===== config.mk =====
export PLATFORM = sky130hd
export DESIGN_NAME = bayer_stream_ctrl
export DESIGN_NICKNAME = d
export VERILOG_FILES = /design/src/rtl/bayer_stream_ctrl_pkg.sv /design/src/rtl/bayer_stream_ctrl_watchdog.sv /design/src/rtl/bayer_stream_ctrl.sv
export SDC_FILE = /design/constraint.sdc
export NUM_CORES = 1
export LEC_CHECK = 0
export ABC_AREA = 1
export ABC_CLOCK_PERIOD_IN_PS = 2500
export CAP_MARGIN = 20
export CORE_ASPECT_RATIO = 0.6
export CORE_UTILIZATION = 55
export DETAILED_ROUTE_END_ITERATION = 16
export GPL_ROUTABILITY_DRIVEN = 1
export PLACE_DENSITY_LB_ADDON = 0.3
export SYNTH_ARGS = -nofsm -noshare
export SYNTH_HDL_FRONTEND = slang
export SYNTH_SLANG_ARGS = --single-unit

===== constraint.sdc =====
create_clock -name clk -period 2.5 [get_ports clk]
set_input_delay 0.25 -clock clk [delete_from_list [all_inputs] [get_ports clk]]
set_output_delay 0.25 -clock clk [all_outputs]
set_load 0.05 [all_outputs]

===== src/rtl/bayer_stream_ctrl_pkg.sv =====
// Shared definitions for the Bayer stream controller: beat type codes,
// the pixel mask, the control FSM state encoding and small decode helpers.
package bayer_stream_ctrl_pkg;

  // Beat type codes carried on dtypei
  localparam int DTYPE_WIDTH = 4;

  localparam logic [DTYPE_WIDTH-1:0] DTYPE_FRAME_START = 4'h1;
  localparam logic [DTYPE_WIDTH-1:0] DTYPE_FRAME_END   = 4'h2;
  localparam logic [DTYPE_WIDTH-1:0] DTYPE_ROW_START   = 4'h3;
  localparam logic [DTYPE_WIDTH-1:0] DTYPE_ROW_END     = 4'h4;
  // Any code with this bit set is a pixel beat (0x8..0xF)
  localparam logic [DTYPE_WIDTH-1:0] DTYPE_PIXEL_MASK  = 4'h8;

  // Control FSM states
  typedef enum logic [1:0] {
    ST_IDLE  = 2'd0,
    ST_FRAME = 2'd1,
    ST_ROW   = 2'd2
  } state_e;

  // Classified beat, after dvi qualification
  typedef enum logic [2:0] {
    BEAT_NONE = 3'd0,
    BEAT_FS   = 3'd1,
    BEAT_FE   = 3'd2,
    BEAT_RS   = 3'd3,
    BEAT_RE   = 3'd4,
    BEAT_PIX  = 3'd5
  } beat_e;

  // Pixels take precedence over the marker codes; unknown codes map to NONE.
  function automatic beat_e decode_beat(input logic dv,
                                        input logic [DTYPE_WIDTH-1:0] dt);
    beat_e b;
    b = BEAT_NONE;
    if (dv) begin
      if ((dt & DTYPE_PIXEL_MASK) != '0) begin
        b = BEAT_PIX;
      end else begin
        case (dt)
          DTYPE_FRAME_START: b = BEAT_FS;
          DTYPE_FRAME_END:   b = BEAT_FE;
          DTYPE_ROW_START:   b = BEAT_RS;
          DTYPE_ROW_END:     b = BEAT_RE;
          default:           b = BEAT_NONE;
        endcase
      end
    end
    return b;
  endfunction

  // Phase seen by the interpolator after flips and odd crop offsets.
  function automatic logic [1:0] calc_phase(input logic [1:0] base,
                                            input logic mirror,
                                            input logic flip,
                                            input logic row_off0,
                                            input logic col_off0);
    return {base[1] ^ flip ^ row_off0, base[0] ^ mirror ^ col_off0};
  endfunction

endpackage


===== src/rtl/bayer_stream_ctrl_watchdog.sv =====
// stream_watchdog: counts consecutive cycles without a stream beat while the
// controller is inside a frame, and flags expiry when the count reaches the
// programmed limit. A zero limit disables expiry.
module stream_watchdog #(
  parameter int TIMEOUT_WIDTH = 24
) (
  input  logic                     clk,
  input  logic                     resetb,
  input  logic                     active_i,
  input  logic                     dvi_i,
  input  logic [TIMEOUT_WIDTH-1:0] limit_i,
  output logic                     expire_o
);

  localparam logic [TIMEOUT_WIDTH-1:0] CNT_ONE = {{(TIMEOUT_WIDTH-1){1'b0}}, 1'b1};

  logic [TIMEOUT_WIDTH-1:0] count_q;
  logic [TIMEOUT_WIDTH-1:0] count_d;
  logic [TIMEOUT_WIDTH-1:0] count_inc;

  // Idle-cycle counter: cleared by any beat or outside a frame, saturates
  always_comb begin
    count_inc = count_q + CNT_ONE;
    count_d   = count_q;
    if (!active_i || dvi_i) begin
      count_d = '0;
    end else if (!(&count_q)) begin
      count_d = count_inc;
    end
  end

  // Expire on the idle cycle that brings the count up to the limit
  always_comb begin
    expire_o = active_i && !dvi_i && (limit_i != '0) && (count_inc == limit_i);
  end

  // Counter register
  always_ff @(posedge clk or negedge resetb) begin
    if (!resetb) begin
      count_q <= '0;
    end else begin
      count_q <= count_d;
    end
  end

endmodule


===== src/rtl/bayer_stream_ctrl.sv =====
// bayer_stream_ctrl: tracks frame/row structure of a Bayer pixel stream,
// supplies a frame-stable Bayer phase to the interpolator, measures frame
// geometry and raises sticky protocol errors.
// Optional build macro INTERP_CTRL_WATCHDOG_EN adds an idle-stream watchdog
// (stream_watchdog) that aborts a stalled frame; without it err_timeout is 0.
module bayer_stream_ctrl
  import bayer_stream_ctrl_pkg::*;
#(
  parameter int NUM_COLS_WIDTH = 11,
  parameter int NUM_ROWS_WIDTH = 11,
  parameter int TIMEOUT_WIDTH  = 24
) (
  input  logic                      clk,
  input  logic                      resetb,
  input  logic                      dvi,
  input  logic [DTYPE_WIDTH-1:0]    dtypei,
  input  logic [1:0]                cfg_base_phase,
  input  logic                      cfg_mirror,
  input  logic                      cfg_flip,
  input  logic                      cfg_col_off0,
  input  logic                      cfg_row_off0,
  input  logic                      cfg_update,
  input  logic [TIMEOUT_WIDTH-1:0]  cfg_timeout,
  input  logic                      err_clr,
  output logic [1:0]                phase,
  output logic                      in_frame,
  output logic [15:0]               frame_count,
  output logic [NUM_ROWS_WIDTH-1:0] num_rows,
  output logic [NUM_COLS_WIDTH-1:0] num_cols,
  output logic                      err_seq,
  output logic                      err_cols,
  output logic                      err_timeout
);

  localparam logic [NUM_COLS_WIDTH-1:0] COL_ONE = {{(NUM_COLS_WIDTH-1){1'b0}}, 1'b1};
  localparam logic [NUM_ROWS_WIDTH-1:0] ROW_ONE = {{(NUM_ROWS_WIDTH-1){1'b0}}, 1'b1};

  function automatic logic [NUM_COLS_WIDTH-1:0] sat_inc_col(input logic [NUM_COLS_WIDTH-1:0] v);
    return (&v) ? v : v + COL_ONE;
  endfunction

  function automatic logic [NUM_ROWS_WIDTH-1:0] sat_inc_row(input logic [NUM_ROWS_WIDTH-1:0] v);
    return (&v) ? v : v + ROW_ONE;
  endfunction

  beat_e  beat;
  state_e state_q, state_d;
  logic   wd_expire;

  logic [1:0]                shadow_q, shadow_d;
  logic                      pending_q, pending_d;
  logic [1:0]                phase_q, phase_d;
  logic                      in_frame_q;
  logic [NUM_COLS_WIDTH-1:0] col_q, col_d;
  logic [NUM_COLS_WIDTH-1:0] ref_q, ref_d;
  logic [NUM_ROWS_WIDTH-1:0] row_q, row_d;
  logic [NUM_ROWS_WIDTH-1:0] nrows_q, nrows_d;
  logic [NUM_COLS_WIDTH-1:0] ncols_q, ncols_d;
  logic [15:0]               fcount_q, fcount_d;
  logic                      err_seq_q, err_seq_d;
  logic                      err_cols_q, err_cols_d;
  logic                      err_tmo_q, err_tmo_d;
  logic                      seq_set, cols_set;

  assign beat = decode_beat(dvi, dtypei);

`ifdef INTERP_CTRL_WATCHDOG_EN
  stream_watchdog #(
    .TIMEOUT_WIDTH (TIMEOUT_WIDTH)
  ) u_watchdog (
    .clk      (clk),
    .resetb   (resetb),
    .active_i (state_q != ST_IDLE),
    .dvi_i    (dvi),
    .limit_i  (cfg_timeout),
    .expire_o (wd_expire)
  );
`else
  logic unused_cfg_timeout;
  assign unused_cfg_timeout = ^cfg_timeout;
  assign wd_expire = 1'b0;
`endif

  // FSM state register
  always_ff @(posedge clk or negedge resetb) begin
    if (!resetb) begin
      state_q <= ST_IDLE;
    end else begin
      state_q <= state_d;
    end
  end

  // FSM next state: only beats move the FSM, except a watchdog abort
  always_comb begin
    state_d = state_q;
    if (wd_expire) begin
      state_d = ST_IDLE;
    end else begin
      case (beat)
        BEAT_FS: state_d = ST_FRAME;
        BEAT_RS: if (state_q == ST_FRAME) state_d = ST_ROW;
        BEAT_RE: if (state_q == ST_ROW)   state_d = ST_FRAME;
        BEAT_FE: if (state_q == ST_FRAME) state_d = ST_IDLE;
        default: state_d = state_q;
      endcase
    end
  end

  // FSM outputs: counter, geometry and error updates for the current beat
  always_comb begin
    col_d    = col_q;
    ref_d    = ref_q;
    row_d    = row_q;
    nrows_d  = nrows_q;
    ncols_d  = ncols_q;
    fcount_d = fcount_q;
    seq_set  = 1'b0;
    cols_set = 1'b0;
    case (state_q)
      ST_IDLE: begin
        // Anything but FRAME_START is treated as mid-frame debris and dropped
        if (beat == BEAT_FS) begin
          row_d = '0;
          col_d = '0;
          ref_d = '0;
        end
      end
      ST_FRAME: begin
        case (beat)
          BEAT_FS: begin
            seq_set = 1'b1;
            row_d   = '0;
            col_d   = '0;
            ref_d   = '0;
          end
          BEAT_RS: col_d = '0;
          BEAT_FE: begin
            nrows_d  = row_q;
            ncols_d  = ref_q;
            fcount_d = fcount_q + 16'd1;
          end
          BEAT_RE, BEAT_PIX: seq_set = 1'b1;
          default: ;
        endcase
      end
      ST_ROW: begin
        case (beat)
          BEAT_FS: begin
            seq_set = 1'b1;
            row_d   = '0;
            col_d   = '0;
            ref_d   = '0;
          end
          BEAT_PIX: col_d = sat_inc_col(col_q);
          BEAT_RE: begin
            row_d = sat_inc_row(row_q);
            // First row of the frame defines the expected width
            if (row_q == '0) begin
              ref_d = col_q;
            end else if (col_q != ref_q) begin
              cols_set = 1'b1;
            end
          end
          BEAT_RS, BEAT_FE: seq_set = 1'b1;
          default: ;
        endcase
      end
      default: ;
    endcase
  end

  // Phase shadow: a new update always wins over applying the old one
  always_comb begin
    shadow_d  = shadow_q;
    pending_d = pending_q;
    phase_d   = phase_q;
    if (cfg_update) begin
      shadow_d  = calc_phase(cfg_base_phase, cfg_mirror, cfg_flip,
                             cfg_row_off0, cfg_col_off0);
      pending_d = 1'b1;
    end else if ((beat == BEAT_FS) && pending_q) begin
      phase_d   = shadow_q;
      pending_d = 1'b0;
    end
  end

  // Sticky errors: a set in the same cycle as err_clr is kept
  always_comb begin
    err_seq_d  = seq_set  | (err_seq_q  & ~err_clr);
    err_cols_d = cols_set | (err_cols_q & ~err_clr);
`ifdef INTERP_CTRL_WATCHDOG_EN
    err_tmo_d  = wd_expire | (err_tmo_q & ~err_clr);
`else
    err_tmo_d  = 1'b0;
`endif
  end

  // Datapath and output registers
  always_ff @(posedge clk or negedge resetb) begin
    if (!resetb) begin
      shadow_q   <= '0;
      pending_q  <= 1'b0;
      phase_q    <= '0;
      in_frame_q <= 1'b0;
      col_q      <= '0;
      ref_q      <= '0;
      row_q      <= '0;
      nrows_q    <= '0;
      ncols_q    <= '0;
      fcount_q   <= '0;
      err_seq_q  <= 1'b0;
      err_cols_q <= 1'b0;
      err_tmo_q  <= 1'b0;
    end else begin
      shadow_q   <= shadow_d;
      pending_q  <= pending_d;
      phase_q    <= phase_d;
      in_frame_q <= (state_d != ST_IDLE);
      col_q      <= col_d;
      ref_q      <= ref_d;
      row_q      <= row_d;
      nrows_q    <= nrows_d;
      ncols_q    <= ncols_d;
      fcount_q   <= fcount_d;
      err_seq_q  <= err_seq_d;
      err_cols_q <= err_cols_d;
      err_tmo_q  <= err_tmo_d;
    end
  end

  assign phase       = phase_q;
  assign in_frame    = in_frame_q;
  assign frame_count = fcount_q;
  assign num_rows    = nrows_q;
  assign num_cols    = ncols_q;
  assign err_seq     = err_seq_q;
  assign err_cols    = err_cols_q;
  assign err_timeout = err_tmo_q;

endmodule


==> summary.md, run 1 <==
| Metric | Value |
|---|---|
| Run status | completed |
| Delay-heaviest family, CP | simple AND/OR/NAND/NOR gates |
| Vias | 4314 |
| H-tree depth | 3 |
| Detailed Place HPWL | 8140 um |
| Final Util | 70.1% |
| Syn_area_per_cell | 7.38 um^2 |
| Buffer count from post-CTS setup fixing | 0 |
| Initial antenna violation count | 0 |
| Seq/Total Area, Yosys | 42.8% |
| CTS tree | built |
| Drt wl/cell | 13.7 um |
| Fin area | 5680 um^2 |
| Clock period minus worst slack | 2.18 ns |
| Final setup viols | 0 |
| Crit path DAT | 2.41 ns |
| Final WL | 11100 um |
| # IOs | 83 |
| Leak Pwr | 2.75 nW |
| Clock tree buffer depth | 2 |
| Setup CP Type | reg2reg |
| Crit share post-route | 87.1% |
| Max VDD drop | 361 uV |
| Final Skew | 0.0106 ns |
| Pins over their slew limit | 0 |
| Yosys cell types | 29 |
| Max_cap viols | 0 |
| Fillers | 639 |
| Grt total ovfl | 0 |
| CP bufs+invs | 2 |
| CP endpoint kind | flop |
| Total power draw | 3.32 mW |
| Remaining DRCs | 0 |
| Ant. Diodes | 0 |
| Sequential power share | 43.0% |
| Number of enable flip-flop cells after synthesis | 0 |
| GP Congestion | 0.933 |
| Commonest non-fill, non-tap cell in the layout | nand2_1 |
| Cells after DPL | 792 |
| # resized after CTS | 0 |
| Detailed Routing Iterations Pass 1 | 5 |
| Switching part of the total | 29.2% |
| Core area | 8100 um^2 |
| Max Freq | 0.459 GHz |
| Port bufs | 57 |
| Reg-to-Reg End | row_q[2] |
| Startpoint types | flop |
| PD cells | 585 nW/um^2 |
| Root buf cell | clkbuf_16 |
| Normalized max-slew margin | 65.6% |
| Post-route ant nets | 0 |
| CP max stage cell | dfrtp_1 |
| Post-DP Area | 5370 um^2 |
| Finished Layout Cells | 809 |
| P&R area growth vs syn | 19.9% |
| Int Pwr | 2.35 mW |
| Worst setup path start | state_q[0] |
| Async SR Flop Fraction | 100% |
| Worst path cell trace | inv_1 > ha_1 > inv_1 > nor2_1 > nand2_1 > nand3_2 > nand2_1 > nand2_1 |
| Critical Path Fanout Max | 14 |
| Net Sw Power | 969 uW |
| HP Class | in2async |
| CTS buffer count | 9 |
| Critical path required time | 2.73 ns |
| Clk slew on worst S/H paths | 0.06 ns |
| R2r worst-path depth | 8 |
| Sink Count | 81 |
| Top FF cell, synth | dfrtp_1 |
| Nets | 745 |
| Die width | 122 um |
| Net Count, Synth | 691 |
| Commonest cells after routing, fill and taps aside | nand2_1, dfrtp_1, nor2_1 |
| Vias in the first global route | 3855 |
| Rows | 25 |
| Clk_lat worst skew | 0.34 ns |
| Final hold violation count | 0 |
| RSZ-0062 raised after global routing | no |
| Synthesis-stage register bit count | 81 |
| CTS Hold Buffers Added | 1 |
| First-pass GRT wire length | 18400 um |
| Setup TNS | 0 ns |
| Die area | 9000 um^2 |
| Reg2Reg Setup Slack | 0.32 ns |
| Die Span Y | 73.9 um |
| Most used cell, CP | nand2_1 |
| Max incr delay on CP | 0.47 ns |
| Fraction of layout cells with a size suffix above 1 | 7.13% |
| Cell count after synthesis | 642 |
| Syn. warnings | 0 |
| DR iter-0 viols | 408 |
| Synthesized area | 4740 um^2 |
| Combinational power share | 17.5% |
| Vias per std cell | 5.33 |
| Initial Util | 58.5% |
| Total global-route track usage | 27.0% |
| RR Startpoint | state_q[0] |
| Largest net degree at the start of global routing | 82 |
| Clock power share | 39.5% |
| Worst Tran Pin Value | 0.514 ns |
-- routing by layer --
layer / vias up / global-route usage [%] / wire length, um
met5: - / 0 / 0
met2: 159 / 40.1 / 4720
met4: 0 / 9.60 / 172
met3: 16 / 6.52 / 851
met1: 2008 / 38.5 / 5320
li1: 2131 / - / -
-- layout make-up --
type | count | area [um^2] | area share (%)
clock buffer | 12 | 246 | 4.34
clock inverter | 4 | 52.6 | 0.925
inverter | 62 | 234 | 4.12
multi-input combinational | 475 | 2330 | 41.0
sequential | 81 | 2030 | 35.7
tap | 108 | 135 | 2.38
timing repair buffer | 67 | 658 | 11.6
-- worst max-delay path by stage --
| stage | slack (ns) | cells past startpoint | end |
|---|---|---|---|
| final | 0.32 | 8 | row_q[2] |
| after CTS | 0.34 | 8 | row_q[2] |
| after global routing | 0.20 | 8 | row_q[7] |
| after global placement | 0.38 | 11 | row_q[1] |
| after detailed placement | 0.25 | 11 | row_q[2] |
| after floorplan | 0.85 | 7 | frame_count[14] |
-- power by group through the flow --
stage,combinational [mW],sequential (mW),clock (mW)
2_1_floorplan,0.226,1.61,0
3_3_place_gp,0.562,1.45,0
3_5_place_dp,0.576,1.45,0
4_1_cts,0.582,1.43,1.34
5_1_grt,0.624,1.43,1.40
6_report,0.580,1.43,1.31
-- cells in the mapped netlist, types with 4 or more instances --
library cell	instances	area (um^2)
nand3_2	6	60.1
xnor2_1	10	87.6
inv_2	4	15.0
clkbuf_1	6	22.5
buf_2	6	30.0
xor2_1	18	158
o21ai_0	26	130
dfrtp_1	81	2030
nand4_1	26	163
nand3_1	46	230
buf_4	9	67.6
nor2_4	5	56.3
ha_1	10	125
nor2_1	69	259
nand2_2	4	25.0
nor3_1	14	70.1
inv_1	57	214
nand2_1	228	856
-- logic make-up (layout without fill, tap and decap cells) --
family          after synthesis  in the layout  synth area share, %
flops                        81             81                 42.8
other cells                   1              1               0.0792
simple gates                405            405                 37.9
compound gates               31             31                 3.38
xor+xnor                     28             28                 5.18
buf+inv                      86            145                 8.06
fa+ha+maj                    10             10                 2.64
-- worst reg2reg max path: stages (launching register included) --
cell     delay (ns)
dfrtp_1        0.47
inv_1          0.14
ha_1           0.33
inv_1          0.43
nor2_1         0.11
nand2_1        0.16
nand3_2        0.24
nand2_1        0.14
nand2_1        0.06
-- state kept, by name, indices dropped and copies added (netlist names) --
register / count
ref_q: 11
num_rows: 11
frame_count: 16
err_seq: 1
phase: 2
in_frame: 1
col_q: 11
pending_q: 1
num_cols: 11
state_q: 2
row_q: 11
err_cols: 1
shadow_q: 2
-- stage by stage --
| step | hold slack, ns | setup slack [ns] |
|---|---|---|
| 3_3_place_gp | 0.311 | 0.378 |
| 4_1_cts | 0.480 | 0.342 |
| 6_report | 0.438 | 0.323 |
| 3_5_place_dp | 0.316 | 0.252 |
| 2_1_floorplan | -0.0456 | 0.854 |
| 5_1_grt | 0.504 | 0.203 |
No activity file was read; power rests on OpenSTA's default activity.
==> run 2: changes to the inputs <==
Settings changed: ABC_CLOCK_PERIOD_IN_PS 2500 to unset.
==> results of run 2 <==
The final DEF is identical to that of run 1; final timing and power are the same.
==> run 3: changes to the inputs <==
Settings changed: CORE_UTILIZATION 55 to 50, MAX_ROUTING_LAYER set to met4, SLEW_MARGIN set to 20.
==> summary.md, run 3 (synthesized netlist as in run 1, its figures left out) <==
| Metric | Value |
|---|---|
| Int Pwr | 2.34 mW (-0.61%) |
| Detailed Routing Iterations Pass 1 | 5 (unchanged) |
| Critical path required time | 2.73 ns (about the same) |
| First-pass GRT wire length | 19400 um (+5.4%) |
| # IOs | 83 (unchanged) |
| Core area | 9190 um^2 (+13%) |
| Normalized max-slew margin | 51.2% (-14 points) |
| Worst path cell trace | inv_1 > ha_1 > inv_1 > nor2_1 > nand2_1 > nand3_2 > nand2_1 > nand2_1 |
| CP max stage cell | dfrtp_1 |
| Sequential power share | 42.3% (-0.7 points) |
| Port bufs | 57 (unchanged) |
| Ant. Diodes | 0 (unchanged) |
| Commonest non-fill, non-tap cell in the layout | nand2_1 |
| Remaining DRCs | 0 (unchanged) |
| Net Sw Power | 1.03 mW (+6.0%) |
| WHS | -0.0425 ns (-0.480 ns) |
| Die area | 9880 um^2 (+9.8%) |
| Pre-CTS setup slack | 0.301 ns (+0.0488 ns) |
| Worst Tran Pin Value | 0.733 ns (+0.218 ns) |
| Setup TNS | 0 ns (unchanged) |
| Max incr delay on CP | 0.45 ns (-0.02 ns) |
| Fraction of layout cells with a size suffix above 1 | 7.30% (+0.16 points) |
| Root buf cell | clkbuf_16 |
| Detailed Place HPWL | 8080 um (-0.81%) |
| Post-route ant nets | 0 (unchanged) |
| Setup CP Type | reg2reg |
| RSZ-0062 raised after global routing | no |
| CP endpoint kind | flop |
| DR iter-0 viols | 411 (+0.74%) |
| Commonest cells after routing, fill and taps aside | nand2_1, dfrtp_1, nor2_1 |
| Nets | 743 (-0.27%) |
| Failing checks | hold timing |
| Switching part of the total | 30.5% (+1.3 points) |
| Final WL | 11500 um (+4.2%) |
| Initial Util | 51.5% (-6.9 points) |
| Final Util | 61.9% (-8.2 points) |
| Crit share post-route | 87.1% (about the same) |
| HP Class | in2async |
| Vias per std cell | 5.27 (-1.2%) |
| Setup WS post-layout | 0.321 ns (-0.00181 ns) |
| Clock tree buffer depth | 2 (unchanged) |
| CTS tree | built |
| Initial antenna violation count | 0 (unchanged) |
| Drt wl/cell | 13.9 um (+1.7%) |
| Total global-route track usage | 25.8% (-1.2 points) |
| Max Freq | 0.459 GHz (about the same) |
| Die width | 128 um (+4.8%) |
| Rows | 27 (+8.0%) |
| Leak Pwr | 2.74 nW (-0.37%) |
| Clk_lat worst skew | 0.34 ns (about the same) |
| Startpoint types | flop |
| PD cells | 591 nW/um^2 (+1.1%) |
| Final hold violation count | 81 (+81) |
| Final setup viols | 0 (unchanged) |
| Max FFs per register | 16 (unchanged) |
| CP bufs+invs | 2 (unchanged) |
| Clk slew on worst S/H paths | 0.06 ns (about the same) |
| Max VDD drop | 517 uV (+43%) |
| H-tree depth | 3 (unchanged) |
| Sink Count | 81 (unchanged) |
| # resized after CTS | 0 (unchanged) |
| Max_cap viols | 0 (unchanged) |
| Final Skew | 0.00691 ns (-0.00371 ns) |
| Run status | finished with violations |
| Die Span Y | 77.4 um (+4.8%) |
| Largest net degree at the start of global routing | 82 (unchanged) |
| CTS Hold Buffers Added | 0 (-1) |
| CTS buffer count | 9 (unchanged) |
| Crit path DAT | 2.41 ns (about the same) |
| Critical Path Fanout Max | 14 (unchanged) |
| Total power draw | 3.36 mW (+1.3%) |
| Combinational power share | 17.3% (-0.2 points) |
| Clock power share | 40.4% (+0.9 points) |
| Most used cell, CP | nand2_1 |
| Vias | 4366 (+1.2%) |
| Vias in the first global route | 4082 (+5.9%) |
| Pins over their slew limit | 0 (unchanged) |
| Grt total ovfl | 0 (unchanged) |
| Clock period minus worst slack | 2.18 ns (+0.00181 ns) |
| P&R area growth vs syn | 20.2% |
| Delay-heaviest family, CP | simple AND/OR/NAND/NOR gates |
| Fillers | 801 (+25%) |
| Buffer count from post-CTS setup fixing | 0 (unchanged) |
| GP Congestion | 0.964 (+3.3%) |
-- run 3: metal layers --
| layer | track usage [%] | part of all wire (%) | vias up |
|---|---|---|---|
| met1 | 35.3 | 47 | 2030 |
| met2 | 37.5 | 43 | 187 |
| met3 | 7.17 | 8.2 | 27 |
| met5 | - | 0 | - |
| met4 | 7.29 | 2.0 | 0 |
| li1 | - | - | 2122 |
-- run 3: area by class of cell --
| class | instances | area (um^2) | share of cell area (%) |
|---|---|---|---|
| clock inverter | 7 | 83.8 | 1.47 |
| clock buffer | 9 | 225 | 3.96 |
| timing repair buffer | 65 | 632 | 11.1 |
| inverter | 62 | 234 | 4.11 |
| multi-input combinational | 475 | 2330 | 40.9 |
| tap | 130 | 163 | 2.86 |
| sequential | 81 | 2030 | 35.6 |
-- run 3: metrics by stage --
step / cells / cell area, um^2
after CTS: 829 / 5690
after floorplan: 642 / 4740
after detailed placement: 813 / 5380
after global routing: 829 / 5690
final: 829 / 5690
after global placement: 813 / 5380
-- run 3: power groups by stage --
| stage | combinational (mW) | clock [mW] | sequential (mW) |
|---|---|---|---|
| floorplan | 0.226 | 0 | 1.61 |
| global placement | 0.559 | 0 | 1.45 |
| detailed placement | 0.575 | 0 | 1.45 |
| CTS | 0.582 | 1.39 | 1.42 |
| global route | 0.630 | 1.45 | 1.43 |
| finish | 0.582 | 1.36 | 1.42 |
-- run 3: final timing paths --
path / start / end / slack, ns / depth (start not counted)
setup / recovery: state_q[0] / row_q[5] / 0.32 / 8
hold / removal: resetb / num_rows[5] / -0.04 / 1
setup reg to reg: state_q[0] / row_q[5] / 0.32 / 8
hold reg to reg: pending_q / pending_q / 0.47 / 2
max in group asynchronous: resetb / col_q[0] / 2.05 / 1
min in group clk: pending_q / pending_q / 0.47 / 2
